### config.mk
export PLATFORM = sky130hd
export DESIGN_NAME = cache_wb_controller
export DESIGN_NICKNAME = d
export VERILOG_FILES = /design/src/rtl/cache_wb_controller.sv
export SDC_FILE = /design/constraint.sdc
export NUM_CORES = 1
export LEC_CHECK = 0
export ABC_AREA = 1
export CORE_MARGIN = 2
export CORE_UTILIZATION = 24
export CTS_CLUSTER_SIZE = 8
export DETAILED_ROUTE_END_ITERATION = 10
export GPL_ROUTABILITY_DRIVEN = 0
export PLACE_DENSITY = 0.53
export RECOVER_POWER = 100
export SLEW_MARGIN = 15
export SYNTH_ARGS = -nofsm -noshare
export SYNTH_HDL_FRONTEND = slang
export SYNTH_SLANG_ARGS = --single-unit
### constraint.sdc
create_clock -name clk -period 2.35 [get_ports clk]
set_input_delay 0.47 -clock clk [delete_from_list [all_inputs] [get_ports clk]]
set_output_delay 0.47 -clock clk [all_outputs]
set_load 0.02 [all_outputs]
### src/rtl/cache_wb_controller.sv
// Direct-mapped write-back / write-allocate cache controller: 4 one-word lines
// in front of a 32 x 16 main memory, with dirty-line flush.
module cache_wb_controller #(
  parameter int ADDR_W = 5,
  parameter int DATA_W = 16,
  parameter int LINES  = 4
) (
  input  logic              clk,
  input  logic              rst,
  input  logic              req_valid,
  input  logic              req_write,
  input  logic [ADDR_W-1:0] req_addr,
  input  logic [DATA_W-1:0] req_wdata,
  output logic              req_ready,
  output logic              resp_valid,
  output logic [DATA_W-1:0] resp_rdata,
  output logic              resp_hit,
  input  logic              flush,
  output logic              flush_done,
  output logic              mm_re,
  output logic              mm_we,
  output logic [ADDR_W-1:0] mm_addr,
  output logic [DATA_W-1:0] mm_wdata,
  input  logic [DATA_W-1:0] mm_rdata
);

  localparam int IDX_W = $clog2(LINES);
  localparam int TAG_W = ADDR_W - IDX_W;

  typedef enum logic [2:0] {
    IDLE,
    COMPARE,
    WRITEBACK,
    FILL,
    FILL_WAIT,
    FLUSH
  } state_t;

  state_t            state;
  logic [LINES-1:0]  valid;
  logic [LINES-1:0]  dirty;
  logic [TAG_W-1:0]  tag_mem  [LINES];
  logic [DATA_W-1:0] data_mem [LINES];

  logic              req_wr_q;
  logic [ADDR_W-1:0] req_addr_q;
  logic [DATA_W-1:0] req_wdata_q;
  logic              first_lookup;
  logic [IDX_W-1:0]  scan;

  logic [IDX_W-1:0]  idx;
  logic [TAG_W-1:0]  req_tag;
  logic              hit;
  logic              flush_wr;

  assign idx      = req_addr_q[IDX_W-1:0];
  assign req_tag  = req_addr_q[ADDR_W-1:IDX_W];
  assign hit      = valid[idx] && (tag_mem[idx] == req_tag);
  assign flush_wr = (state == FLUSH) && valid[scan] && dirty[scan];
  assign req_ready = (state == IDLE) && !flush;

  // Memory strobes are decoded from registered state only, so they are
  // glitch-free and drop to zero the moment reset forces IDLE.
  // NOTE: every output of this always_comb gets a default first, so no latch is inferred.
  always_comb begin
    mm_re    = 1'b0;
    mm_we    = 1'b0;
    mm_addr  = '0;
    mm_wdata = '0;
    case (state)
      WRITEBACK: begin
        mm_we    = 1'b1;
        mm_addr  = {tag_mem[idx], idx};
        mm_wdata = data_mem[idx];
      end
      FILL: begin
        mm_re   = 1'b1;
        mm_addr = req_addr_q;
      end
      FLUSH: begin
        if (flush_wr) begin
          mm_we    = 1'b1;
          mm_addr  = {tag_mem[scan], scan};
          mm_wdata = data_mem[scan];
        end
      end
      default: ;
    endcase
  end

  // NOTE: tag/data arrays carry no reset; the valid bits alone decide whether
  // their contents mean anything, and leaving them unreset keeps them RAM-mappable.
  always_ff @(posedge clk) begin
    if (state == COMPARE && hit && req_wr_q) begin
      data_mem[idx] <= req_wdata_q;
    end else if (state == FILL_WAIT) begin
      data_mem[idx] <= mm_rdata;
      tag_mem[idx]  <= req_tag;
    end
  end

  // NOTE: all sequential state uses non-blocking assignments so every
  // register samples pre-edge values regardless of statement order.
  always_ff @(posedge clk or posedge rst) begin
    if (rst) begin
      state        <= IDLE;
      valid        <= '0;
      dirty        <= '0;
      req_wr_q     <= 1'b0;
      req_addr_q   <= '0;
      req_wdata_q  <= '0;
      first_lookup <= 1'b0;
      scan         <= '0;
      resp_valid   <= 1'b0;
      resp_rdata   <= '0;
      resp_hit     <= 1'b0;
      flush_done   <= 1'b0;
    end else begin
      resp_valid <= 1'b0;
      flush_done <= 1'b0;
      case (state)
        IDLE: begin
          if (flush) begin
            scan  <= '0;
            state <= FLUSH;
          end else if (req_valid && req_ready) begin
            req_wr_q     <= req_write;
            req_addr_q   <= req_addr;
            req_wdata_q  <= req_wdata;
            first_lookup <= 1'b1;
            state        <= COMPARE;
          end
        end
        COMPARE: begin
          if (hit) begin
            resp_valid <= 1'b1;
            resp_hit   <= first_lookup;
            resp_rdata <= req_wr_q ? req_wdata_q : data_mem[idx];
            if (req_wr_q) dirty[idx] <= 1'b1;
            state <= IDLE;
          end else begin
            first_lookup <= 1'b0;
            state <= (valid[idx] && dirty[idx]) ? WRITEBACK : FILL;
          end
        end
        WRITEBACK: state <= FILL;
        FILL:      state <= FILL_WAIT;
        FILL_WAIT: begin
          valid[idx] <= 1'b1;
          dirty[idx] <= 1'b0;
          state      <= COMPARE;
        end
        FLUSH: begin
          if (flush_wr) dirty[scan] <= 1'b0;
          if (scan == IDX_W'(LINES - 1)) begin
            flush_done <= 1'b1;
            state      <= IDLE;
          end else begin
            scan <= scan + IDX_W'(1);
          end
        end
        default: state <= IDLE;
      endcase
    end
  end

endmodule

# == Word-level counts from Yosys, hierarchy flattened ==
# Memories as Yosys holds them, arrays and structs flattened.
# Index checks and enable logic that the tools add are counted.
# op_classes
add_sub_neg,1
mul,0
n_div,0
magnitude_cmp,4
eq_ne,17
shifts,0
muxes,47
n_bitwise,8
n_reduce_logical,21
# ops
op,count
16-bit two-way mux,3
16-bit one-hot mux with 2 select lines,1
1-bit two-way mux,21
3-bit one-hot mux with 6 select lines,1
5-bit one-hot mux with 3 select lines,1
"2-bit inequality test, second input constant",7
4-bit two-way mux,3
4-bit one-hot mux with 3 select lines,1
1-bit logical AND,10
3-bit two-way mux,3
4-bit bitwise AND,2
1-bit binary-select mux with 2-bit select,4
4-bit inverter,2
4-bit OR,2
4-bit AND reduction,2
"3-bit by 2-bit equality test with 1-bit output, second input constant",2
"3-bit equality test, second input constant",2
"2-bit by 3-bit less-than comparator with 1-bit output, second input constant",2
2-bit two-way mux,3
3-bit AND reduction,2
5-bit two-way mux,1
1-bit demux with 2-bit select,2
"2-bit by 1-bit >= comparator with 1-bit output, second input constant",2
"2-bit by 1-bit inequality test with 1-bit output, second input constant",2
14 further kinds,17
# word_totals
reg_bits,55
latchBits,0
ram_bits,76
rom_bits,0
inputBits,42
mem_count,2
# memory_table
name,words,word_bits,read_ports,rd_clocked_by_memory_dff,write_ports,line_no,text
data_mem,4,16,2,0,1,43,logic [DATA_W-1:0] data_mem [LINES];
tag_mem,4,3,2,0,1,42,logic [TAG_W-1:0] tag_mem [LINES];

# == Depth between registers and ports, before layout ==
# Gate-level depths: netlist of run 1.
# depth
word_depth,8
depth_mapped,14
ltp_nobuf,13

# == Worst setup path before layout of run 1 ==
# OpenSTA, ideal clock, no wires.
# synth_path
path_type,reg-to-reg
startpoint,register req_addr_q[1]
endpoint,"memory data_mem[2][0], enable pin"
setup_ns,0.394
arrival_ns,2.023
t_required_ns,1.956
setup_slack_ns,-0.067
path_stages_with_launch,10
synth_period_minus_slack_ns,2.417
path_cell_list,dfrtp_1 inv_2 nand2_1 nor2_1 nor2_1 nand2_1 nand2_1 nor2_2 nand4_1 a21oi_1
# synth_via
elab_chain_len,8
# synth_rtl
element,line_no,text
"start, declared",46,logic [ADDR_W-1:0] req_addr_q;
"start signal, assigned",128,req_addr_q <= req_addr;
memory 4 x 3 bit or 1-bit binary-select mux with 2-bit select (tied branches),--,
3-bit equality test or 1-bit two-way mux (tied branches),58,assign hit = valid[idx] && (tag_mem[idx] == req_tag);
1-bit logical AND,58,
1-bit logical AND (2 in series),94,if (state == COMPARE && hit && req_wr_q) begin
1-bit two-way mux,94,
"1-bit two-way mux, on equally long branches","95, 97",
1-bit OR (no source line),--,
"end, declared",43,
# Several ways; a longest one is shown, not always the timed one. The select of a mux whose other input is x is not followed.

# == Worst setup path after layout of run 1 ==
# layout_path
startpoint,register state[1]
endpoint,output mm_wdata[2]
# layout_via
elab_chain_len,5
# layout_rtl
element,line_no,text
"start, declared",39,state_t state;
"start signal, assigned",143,state <= (valid[idx] && dirty[idx]) ? WRITEBACK : FILL;
3-bit equality test,"59, 70",
1-bit logical AND (2 in series),59,assign flush_wr = (state == FLUSH) && valid[scan] && dirty[scan];
16-bit two-way mux,81,if (flush_wr) begin
16-bit one-hot mux with 2 select lines (*),70,case (state)
"end, declared",23,"output logic [DATA_W-1:0] mm_wdata,"
# Mark *: on every way between the ends. The rest lies on a longest branch, timed or not.

==> results.json, run 1 <==
{
  "numCtsBuffers": 17,
  "synth_area_mm2": 0.006362,
  "clock_path_buffers": 2,
  "routed-via-count": 5657,
  "grt_use_total_pct": 14.96,
  "routed_wl_um": 20790,
  "multi_input_area_mm2": 0.002492,
  "syn_inst": 701,
  "grt_pass1_vias": 5645,
  "seq_area_mm2": 0.003662,
  "synthDistinctLibCells": 30,
  "crit_path_start_kind": "register",
  "max_freq_mhz": 424.0,
  "layout-drive-gt1-share_pct": 21.65,
  "cap_violations": 0,
  "grt_max_degree": 46,
  "die_area_mm2": 0.02783,
  "dp_hpwl_um": 14370,
  "rsz0062_at_grt": "yes",
  "row_count": 59,
  "worstPathRequired_ns": 1.88,
  "cts_tree": "yes",
  "insertion_delay_ns": 0.42,
  "cp_slowest_cell": "dfrtp_1",
  "cts_max_level": 4,
  "hold_path_class": "register to register",
  "vdd_drop_max_mv": 0.5308,
  "ys_warn_count": 0,
  "r2r-start": "req_addr_q[1]$_DFFE_PP0P_",
  "synth_area_per_cell_um2": 9.076,
  "r2r-end": "data_mem[3][0]$_DFFE_PP_",
  "max_stage_delay_ns": 0.41,
  "design_area_mm2": 0.009071,
  "synth_seq_cells": 131,
  "fill_cells": 2654,
  "synth_top_area_share_pct": 35.87,
  "drc": 0,
  "hold_viol_final": 0,
  "port_buffers": 84,
  "critPathArrivalTime_ns": 1.89,
  "path_clk_slew_ns": 0.06,
  "ant_nets": 0,
  "netlist_top_cells_area": "edfxtp_1 (36%), dfrtp_1 (22%), nand2_1 (9.6%)",
  "root_buffer": "clkbuf_16",
  "drv_slew": 0,
  "place_area_mm2": 0.008223,
  "cts_sinks": 131,
  "postCtsHoldBufs": 0,
  "status": "finished, violations left",
  "skew_ns": 0.007314,
  "maxSlewHeadroom_pct": 42.69,
  "io_pins": 85,
  "layout_common_cells": "nand2_1 (160), o21ai_0 (103), edfxtp_1 (76), buf_4 (74), nor2_1 (55)",
  "dieHeight_um": 166.8,
  "start_util_pct": 24.42,
  "worstMarginPinSlew_ns": 0.8597,
  "setup_viol": 2,
  "cp-end-kind": "primary output",
  "coreArea_mm2": 0.02606,
  "yosysSeqAreaShare_pct": 57.50,
  "yosysTopAreaCell": "edfxtp_1",
  "layout_min_cycle_time_ns": 2.358,
  "min_delay_path_depth": 2,
  "firstDrtPassIters": 5,
  "globalRouteOverflowTotal": 0,
  "fin_crit_sh_pct": 100.4,
  "violations": "negative setup slack",
  "worstSetupPathType": "register to primary output",
  "grt_pass1_wl_um": 31920,
  "mostFrequentLayoutCell": "nand2_1",
  "crit_chain": "clkbuf_4, inv_1, nor2_2, inv_2, nor2_4, buf_12, buf_4, a22o_4, buf_6",
  "rrSetupSlack_ns": 0.09,
  "setup_slack_ns": -0.008326,
  "power_mw": 12.82,
  "syn_nets": 747,
  "grt_antenna_before_repair": 1,
  "nets": 906,
  "die_width_um": 166.8,
  "viasPerCell": 4.683,
  "crit_start": "state[1]$_DFFE_PP0P_",
  "p_leak_nw": 3.794,
  "worst-r2r-cell-count": 12,
  "path_max_fanout": 10,
  "syn_to_final_growth_pct": 42.58,
  "p_per_area_mw_per_mm2": 1414,
  "wl_per_cell_um": 17.21,
  "num_antenna_cells": 0,
  "drt_iter0_drc": 425,
  "crit_path_end": "mm_wdata[2]"
}
-- Yosys cell counts --
master	number
o21a_1	5
o2111ai_1	5
o211ai_1	15
a22oi_1	15
inv_2	3
nand3b_1	1
nor2_1	60
buf_1	7
nor2_2	1
nor2_4	1
o22ai_1	5
dfrtp_1	55
edfxtp_1	76
a21oi_1	40
ha_1	4
clkinv_1	3
buf_2	6
buf_4	4
nand3_1	12
buf_6	1
o31ai_1	1
a22o_1	16
nand2_1	162
o21ai_0	108
nand2_2	4
nand4_1	1
o21ai_1	14
or2_2	1
inv_1	55
clkbuf_1	20
-- where the power goes --
group / leakage, nW / switching, mW / internal (mW)
Combinational: 2.16 / 3.88 / 2.78
Sequential: 1.38 / 0.352 / 3.33
Clock: 0.258 / 1.01 / 1.47
Total: 3.79 / 5.24 / 7.58
-- metal layers --
metal  wire [um]  global-route usage [%]
met1        8901                   18.99
met2       10240                   25.12
met3        1203                   3.588
met4         448                   4.798
met5           0                       0
-- timing repair --
| item | CTS | global route |
|---|---|---|
| gates cloned | 2 | 1 |
| buffers inserted | 3 | 11 |
| pin swaps | 8 | 25 |
| endpoints found under the setup margin | 24 | 86 |
| gates resized for setup | 118 | 64 |
-- final cells by class --
cell class                      count  share of cell area, %
Multi-Input combinational cell    471                  27.48
Timing Repair Buffer              178                  18.95
Tap cell                          335                  4.621
Inverter                           61                  2.634
Clock inverter                     11                 0.9793
Clock buffer                       21                  4.966
Sequential cell                   131                  40.37
-- through the flow --
step	setup TNS, ns	instances	util, %	setup slack (ns)	hold WS, ns
3_5_place_dp	-0.3451	1160	31.56	-0.04729	0.4728
2_1_floorplan	-4.296	701	-	-0.06716	0.4495
3_3_place_gp	-0.1939	1160	31.56	-0.04549	0.4647
4_1_cts	-0.05996	1197	33.87	-0.05660	0.3722
6_report	-0.01314	1208	34.81	-0.008326	0.4750
5_1_grt	-2.192	1208	34.81	-0.07446	0.5042
-- worst min path at each step --
stage,start,to
6_report,resp_rdata[0]$_DFFE_PP0P_,resp_rdata[0]$_DFFE_PP0P_
5_1_grt,resp_rdata[0]$_DFFE_PP0P_,resp_rdata[0]$_DFFE_PP0P_
4_1_cts,rst,req_wdata_q[2]$_DFFE_PP0P_
3_5_place_dp,resp_hit$_DFFE_PP0P_,resp_hit$_DFFE_PP0P_
3_3_place_gp,resp_rdata[5]$_DFFE_PP0P_,resp_rdata[5]$_DFFE_PP0P_
2_1_floorplan,first_lookup$_DFFE_PP0P_,resp_hit$_DFFE_PP0P_
-- worst max-delay path: cells and delay by family (launching register included) --
kind / cells / cell delay [ns]
flops: 1 / 0.41
simple gates: 2 / 0.11
buf+inv: 6 / 0.74
compound gates: 1 / 0.23
-- sequential cells by signal, summed over array words and instances, names as in the netlist --
name and cells:
data_mem 64, req_wdata_q 16, resp_rdata 16, tag_mem 12, req_addr_q 5, dirty 4
valid 4, state 3, scan 2, first_lookup 1, flush_done 1, req_wr_q 1
resp_hit 1, resp_valid 1
-- kinds of logic (layout without fill, tap and decap cells) --
logic type,after synthesis,after routing,share of synthesized area [%]
AO/OA/AOI/OAI,224,224,20.37
adder cells (fa/ha/maj),4,4,0.7867
buffers and inverters,99,271,6.313
AND/OR/NAND/NOR,243,243,15.02
flip-flops,131,131,57.50
No activity file was read; power rests on OpenSTA's default activity.
==> run 2, diff against run 1 <==
--- a/config.mk
+++ b/config.mk
@@ -6,6 +6,7 @@
 export NUM_CORES = 1
 export LEC_CHECK = 0
 export ABC_AREA = 1
+export CAP_MARGIN = 20
 export CORE_MARGIN = 2
 export CORE_UTILIZATION = 24
 export CTS_CLUSTER_SIZE = 8
@@ -13,6 +14,7 @@
 export GPL_ROUTABILITY_DRIVEN = 0
 export PLACE_DENSITY = 0.53
 export RECOVER_POWER = 100
+export REMOVE_ABC_BUFFERS = 1
 export SLEW_MARGIN = 15
 export SYNTH_ARGS = -nofsm -noshare
 export SYNTH_HDL_FRONTEND = slang
==> run 2 against run 1 <==
  * The flow still finishes with violations (negative setup slack)
  * Combinational power down 2%
  * Non-clock buffer count down 8
  * Global-route usage down 0.17 points
  * Total power up 2.2%
  * Highest routed layer unchanged
  * Setup slack worse by 0.0062 ns
  * Clock power up 15%
  * Design area about the same
  * First-iteration DRC count down 12%
  * Clock skew down 0.0025 ns
==> results.json, run 2 (synthesis gave the netlist of run 1 again) <==
{
  "final_util_pct": 34.83,
  "cp_slowest_cell": "dfrtp_2",
  "viasPerCell": 4.663,
  "violations": "negative setup slack",
  "p_int_mw": 7.822,
  "setup_slack_ns": -0.01457,
  "swShare_pct": 40.30,
  "drt_iter0_drc": 372,
  "die_width_um": 166.8,
  "ant_nets": 0,
  "port_buffers": 84,
  "grt_pass1_wl_um": 31700,
  "clock_power_share_pct": 21.7,
  "start_util_pct": 24.42,
  "cp-end-kind": "primary output",
  "nets": 898,
  "setup_viol": 2,
  "largest_reg_flops": 64,
  "layout_min_cycle_time_ns": 2.365,
  "row_count": 59,
  "critPathBufInv": 3,
  "routed_wl_um": 20860,
  "worstPathRequired_ns": 1.88,
  "layout-drive-gt1-share_pct": 21.73,
  "net-switching-power_mw": 5.279,
  "hold_viol_final": 0,
  "firstDrtPassIters": 5,
  "insertion_delay_ns": 0.42,
  "postCtsHoldBufs": 0,
  "drc": 0,
  "crit_chain": "nand2_2, inv_4, buf_12, a22oi_2, o211ai_1, a22o_1, buf_6",
  "hold_path_class": "register to register",
  "mostFrequentLayoutCell": "nand2_1",
  "io_pins": 85,
  "wl_per_cell_um": 17.38,
  "layout_common_cells": "nand2_1 (158), o21ai_0 (96), edfxtp_1 (76), buf_4 (60), nor2_1 (55)",
  "cts_max_level": 4,
  "fill_cells": 2636,
  "seqPwrFrac_pct": 28.2,
  "max_stage_delay_ns": 0.45,
  "syn_to_final_growth_pct": 42.65,
  "tns_ns": -0.02440,
  "cts_sinks": 131,
  "skew_ns": 0.004788,
  "reg.largest.list": "data_mem (64), req_wdata_q (16), resp_rdata (16)",
  "grt_pass1_vias": 5618,
  "p_leak_nw": 3.768,
  "numCtsBuffers": 17,
  "grt_use_total_pct": 14.80,
  "root_buffer": "clkbuf_16",
  "crit_path_start_kind": "register",
  "status": "finished, violations left",
  "routed-via-count": 5595,
  "grt_max_degree": 46,
  "dieHeight_um": 166.8,
  "worstSetupPathType": "register to primary output",
  "pwr-share-comb_pct": 50.1,
  "crit_family": "compound AO/OA/AOI/OAI gates",
  "maxSlewHeadroom_pct": 37.15,
  "power_mw": 13.10,
  "path_clk_slew_ns": 0.06,
  "globalRouteOverflowTotal": 0,
  "critPathArrivalTime_ns": 1.89,
  "die_area_mm2": 0.02783,
  "path_max_fanout": 5,
  "dp_hpwl_um": 13580,
  "rsz0062_at_grt": "yes",
  "drv_slew": 0,
  "coreArea_mm2": 0.02606,
  "cap_violations": 0,
  "largest-register": "data_mem",
  "cts_tree": "yes",
  "vdd_drop_max_mv": 0.5661,
  "fin_crit_sh_pct": 100.6,
  "worstMarginPinSlew_ns": 0.9417,
  "p_per_area_mw_per_mm2": 1443,
  "num_antenna_cells": 0,
  "clock_path_buffers": 2,
  "grt_antenna_before_repair": 0,
  "max_freq_mhz": 422.9
}
## run 2: cell type report
| type | instances | area [um2] | share of cell area (%) |
|---|---|---|---|
| clock buffers | 19 | 452.9 | 4.990 |
| flip-flops and latches | 131 | 3662 | 40.35 |
| multi-input cells | 471 | 2466 | 27.17 |
| well taps | 335 | 419.2 | 4.618 |
| clock inverters | 13 | 182.7 | 2.013 |
| repair buffers | 170 | 1658 | 18.27 |
| inverters | 61 | 235.2 | 2.592 |
## run 2: power groups by stage
stage,clock [mW],combinational (mW),sequential [mW]
after detailed placement,0,5.98,3.71
after global placement,0,5.93,3.71
after CTS,2.89,6.16,3.68
after floorplan,0,2.78,3.91
after global routing,2.99,7.21,3.77
final,2.85,6.56,3.69
## run 2: per-layer routing
layer / part of all wire (%) / vias up / track usage, %
li1: - / 2706 / -
met1: 46 / 2689 / 19.80
met2: 46 / 161 / 23.60
met3: 5.0 / 39 / 2.804
met4: 3.3 / 0 / 5.960
met5: 0 / - / 0
## run 2: metrics by stage
stage               cells  hold slack [ns]  worst slack (ns)  area, um2
floorplan             663           0.4501           -0.6278       6190
global placement     1149           0.4616           -0.1903       8095
detailed placement   1149           0.4817           -0.1985       8095
CTS                  1192           0.4333          -0.05691       8801
global route         1200           0.5255           -0.1147       9076
finish               1200           0.4844          -0.01457       9076
## run 2: timing repair
item / CTS / global route
pin swaps: 11 / 15
setup buffers: 11 / 5
resized for setup: 118 / 59
gates cloned: 0 / 4
hold endpoints to repair: 0 / 0
endpoints found under the setup margin: 83 / 87
## run 2: worst paths after layout
kind / to / startpoint / cells past startpoint / slack [ns]
max: mm_wdata[8] / req_addr_q[1]$_DFFE_PP0P_ / 7 / -0.01
min: resp_rdata[5]$_DFFE_PP0P_ / resp_rdata[5]$_DFFE_PP0P_ / 2 / 0.48
max reg2reg: data_mem[2][2]$_DFFE_PP_ / req_addr_q[0]$_DFFE_PP0P_ / 12 / 0.11
min reg2reg: resp_rdata[5]$_DFFE_PP0P_ / resp_rdata[5]$_DFFE_PP0P_ / 2 / 0.48
max in group asynchronous: req_addr_q[0]$_DFFE_PP0P_ / rst / 3 / 0.44
min in group asynchronous: resp_rdata[7]$_DFFE_PP0P_ / rst / 2 / 0.70
## run 2: worst reg2reg max path: stages (launching register included)
cell	delay, ns
dfrtp_2	0.43
nand2_2	0.10
buf_4	0.14
buf_4	0.15
nor2_2	0.08
a21oi_1	0.04
nand2_1	0.14
nand2_1	0.08
nor2_2	0.12
nand4_1	0.11
buf_6	0.16
a21oi_2	0.18
buf_12	0.20
==> RTL edit 1, RTL diff (config.mk and constraints of run 1) <==
Encoding of `state_t`: now one-hot (6 bits for 6 states).
--- a/src/rtl/cache_wb_controller.sv
+++ b/src/rtl/cache_wb_controller.sv
@@ -27,13 +27,13 @@
   localparam int IDX_W = $clog2(LINES);
   localparam int TAG_W = ADDR_W - IDX_W;
 
-  typedef enum logic [2:0] {
-    IDLE,
-    COMPARE,
-    WRITEBACK,
-    FILL,
-    FILL_WAIT,
-    FLUSH
+  typedef enum logic [5:0] {
+    IDLE      = 6'b000001,
+    COMPARE   = 6'b000010,
+    WRITEBACK = 6'b000100,
+    FILL      = 6'b001000,
+    FILL_WAIT = 6'b010000,
+    FLUSH     = 6'b100000
   } state_t;
 
   state_t            state;
Function: no difference found for any inputs over 10 cycles, from zero or initial values and one cycle with rst high; not proved beyond that.
==> RTL edit 1 against run 1 <==
- the flow finishes with violations (capacitance limit, slew limit, setup timing)
- highest routed layer unchanged
- final cell count grew 2.9%
- setup slack got worse by 120 ps
- synthesized area increased by 3.4%
- routed wire length increased by 5.3%
- largest power group unchanged
- register-to-register slack got worse by 60 ps
- sequential cell count up 3
- total power fell by 21%
- synthesized cell count up 0.29%
- cell area grew 8.7%
==> RTL edit 1: results (changes against run 1) <==
[setup_path]
cpPeakStageDelay_ps = 550  ; +140 ps
slowest_stage = dfstp_2
path_delay_family = flip-flops
reg2reg_from = req_addr_q[0]

[timing]
finalSetupViolations = 20  ; +18
worst_pin_slew_ps = 1600  ; +744 ps
finalWorstSetupSlack_ps = -133  ; -125 ps
slew_viol_final = 59  ; +59

[pwr]
finalPower_mw = 10.1  ; -21%
p_comb_mw = 4.16  ; -38%
switching_share = 0.376  ; -0.0332
powerDensity_nw_per_um2 = 1030  ; -27%

[placed_design]
pre_cts_slack_ps = -339  ; -292 ps
dpl.hpwl_um = 14600  ; +1.9%
placed_area_sq_um = 8490  ; +3.2%

[synthesis]
synth_fa_ha_area_frac = 0.00761  ; -0.000259
yosysSeqAreaShare = 0.568  ; -0.00732
synthMuxAreaShare = 0.0335  ; +0.0335
async_flop_share = 0.433  ; +0.0130
synth_cell_types = 39  ; +30%
syn-num-nets = 749  ; +0.27%
avgSynthCellArea_sq_um = 9.36  ; +3.1%

[grt]
use_met1 = 0.206  ; +0.0161
antenna_found_initial = 0  ; -1
use_met2 = 0.249  ; -0.00187
grt_max_degree = 59  ; +28%
grt_pass1_wl_um = 33700  ; +5.5%

[status]
status = finished, violations left
violations = capacitance limit, slew limit, setup timing

[finish]
inv_count = 46  ; -25%
area_share_nonclk_buffers = 0.195  ; +0.00518
clock_cell_area_share = 0.0595  ; about the same
multi_input_area_share = 0.304  ; +0.0289

[cts]
clock_sinks = 134  ; +2.3%
postCtsSetupRepairBufs = 8  ; +5

[flow_run]
maxCapViolCount = 1  ; +1

[routing]
met2WireLength_um = 10400  ; +1.7%
drtIter0Drc = 462  ; +8.7%

RTL edit 1: cell types whose count changed in the layout (fill, tap and decap cells not counted), moves of 12 or more:
cell / delta
clkdlybuf4s50_1: +19
nand2_2: +12
o211ai_1: -15
o21ai_0: -65
inv_1: -20
buf_6: +33
dlygate4sd3_1: -19
nand3_1: +13
nand2_1: +55
o21ai_1: -19
nor2_1: -18
RTL edit 1: how the worst max path moves through the flow:
stage	start	endpoint	slack [ps]	depth (start not counted)
2_1_floorplan	req_addr_q[0]	data_mem[0][0]	-90	8
3_3_place_gp	state[1]	mm_wdata[12]	-360	9
3_5_place_dp	state[0]	mm_wdata[12]	-340	9
4_1_cts	state[2]	mm_wdata[4]	-170	8
5_1_grt	state[2]	mm_wdata[4]	-210	8
6_report	state[0]	mm_wdata[15]	-130	9
RTL edit 1: worst register-to-register path, delay by kind of cell, from the launching register on:
family	cells	cell delay, ps
AO/OA/AOI/OAI	1	230
buffers and inverters	4	670
AND/OR/NAND/NOR	8	650
flip-flops	1	490
==> RTL edit 2, RTL diff (config.mk and constraints of run 1) <==
Made on the original files. The parameter `DATA_W` goes from 16 to 18.
--- a/src/rtl/cache_wb_controller.sv
+++ b/src/rtl/cache_wb_controller.sv
@@ -2,7 +2,7 @@
 // in front of a 32 x 16 main memory, with dirty-line flush.
 module cache_wb_controller #(
   parameter int ADDR_W = 5,
-  parameter int DATA_W = 16,
+  parameter int DATA_W = 18,
   parameter int LINES  = 4
 ) (
   input  logic              clk,
Interface: changed (resized mm_rdata, mm_wdata, req_wdata and resp_rdata); port bits go from 85 to 93. The function was not compared with the original's and may differ.
==> RTL edit 2 against run 1 <==
- the flow still finishes with violations (setup timing)
- register-to-register slack got worse by 170 ps
- worst hold slack improved by 4.4 ps
- global-route usage grew 0.15 points
- synthesized area increased by 9.5%
- total power is 14% higher
- non-clock buffer count increased by 24
- cell area is 10% higher
- routed wire length increased by 12%
- sequential share of layout area fell by 0.36 points
- clock skew is 5.7 ps higher
- setup slack worse by 77 ps
- sequential cell count grew 12
==> RTL edit 2: results (changes against run 1) <==
[grt]
antenna_found_initial = 0  ; -1
use_met2 = 0.258  ; +0.00656
grt_pass1_vias = 6070  ; +7.5%
grt_max_degree = 50  ; +8.7%
gr-usage-all-layers = 0.151  ; +0.00145
grt_pass1_wl_um = 34700  ; +8.8%
met3_usage = 0.0289  ; -0.00701

[finish]
top_regs = data_mem (72), req_wdata_q (18), resp_rdata (18)
nets = 987  ; +8.9%

[synthesis]
synth_fa_ha_area_frac = 0.00718  ; -0.000685
synth_cells = 760  ; +8.4%
synth_compound_area_frac = 0.201  ; -0.00284
yosys-top-cells-area = edfxtp_1 36%, dfrtp_1 21%, nand2_1 9.2%
syn-num-nets = 810  ; +8.4%
synth_common_cells = 170 x nand2_1, 104 x o21ai_0, 84 x edfxtp_1

[routing]
viasPerCell = 4.64  ; -0.99%
route.met3.wl_um = 1140  ; -5.1%
drtIter0Drc = 518  ; +22%
drt_wl_total_um = 23300  ; +12%

[placed_design]
dpl.hpwl_um = 15500  ; +8.0%
io_buffer_count = 92  ; +9.5%
placed_area_sq_um = 9020  ; +9.7%
pre_cts_slack_ps = -38.5  ; +8.74 ps

[timing]
finalWorstSetupSlack_ps = -85.5  ; -77.2 ps
finalSetupViolations = 42  ; +40
skew_ps = 13.0  ; +5.66 ps

[status]
status = finished, violations left
violations = setup timing

[setup_path]
worst_ep_arrival_time_ps = 1970  ; +80 ps
critPathMaxFanout = 16  ; +6

RTL edit 2: cell count changes after synthesis, sizes merged, moves of 4 or more:
cell / run 1 / this run
o21ai: 122 / 130
edfxtp: 76 / 84
nand2: 166 / 178
nor2: 62 / 70
a21oi: 40 / 47
o21a: 5 / 1
inv: 58 / 62
clkbuf: 20 / 26
dfrtp: 55 / 59
a41oi: 0 / 4
RTL edit 2: report_power, final:
part           switching [mW]  internal (mW)
Sequential              0.384           3.63
Combinational            4.53           3.28
Clock                    1.23           1.52
Total                    6.15           8.43
RTL edit 2: final timing paths:
check                               start               to  slack, ps  cells after the start
max in group asynchronous             rst  req_wdata_q[10]        570                      3
hold / removal             resp_rdata[11]   resp_rdata[11]        480                      2
hold reg to reg            resp_rdata[11]   resp_rdata[11]        480                      2
setup / recovery                  scan[0]     mm_wdata[10]        -90                      9
setup reg to reg            req_addr_q[0]  data_mem[0][10]        -80                     12
min in group asynchronous             rst         dirty[1]        650                      2
RTL edit 2: what timing repair did:
| action | 4_1_cts | 5_1_grt |
|---|---|---|
| pin swaps | 14 | 23 |
| cloned | 1 | 4 |
| endpoints found under the setup margin | 98 | 97 |
| setup buffers | 15 | 7 |
| resized for setup | 129 | 63 |
RTL edit 2: cell type report:
| class | instances | area, sq um | share of cell area |
|---|---|---|---|
| inverters | 64 | 249 | 0.0249 |
| clock buffers | 17 | 425 | 0.0425 |
| clock inverters | 15 | 171 | 0.0171 |
| flip-flops and latches | 143 | 4000 | 0.400 |
| multi-input cells | 509 | 2660 | 0.266 |
| well taps | 384 | 480 | 0.0480 |
| repair buffers | 202 | 2020 | 0.202 |
RTL edit 2: critical path: stages (launching register included):
cell     delay (ps)
dfrtp_1         410
inv_1           140
nand3_1         110
nand3_2          90
nand3_2          90
inv_2           100
buf_12          170
buf_6           120
a22o_1          170
buf_6           130
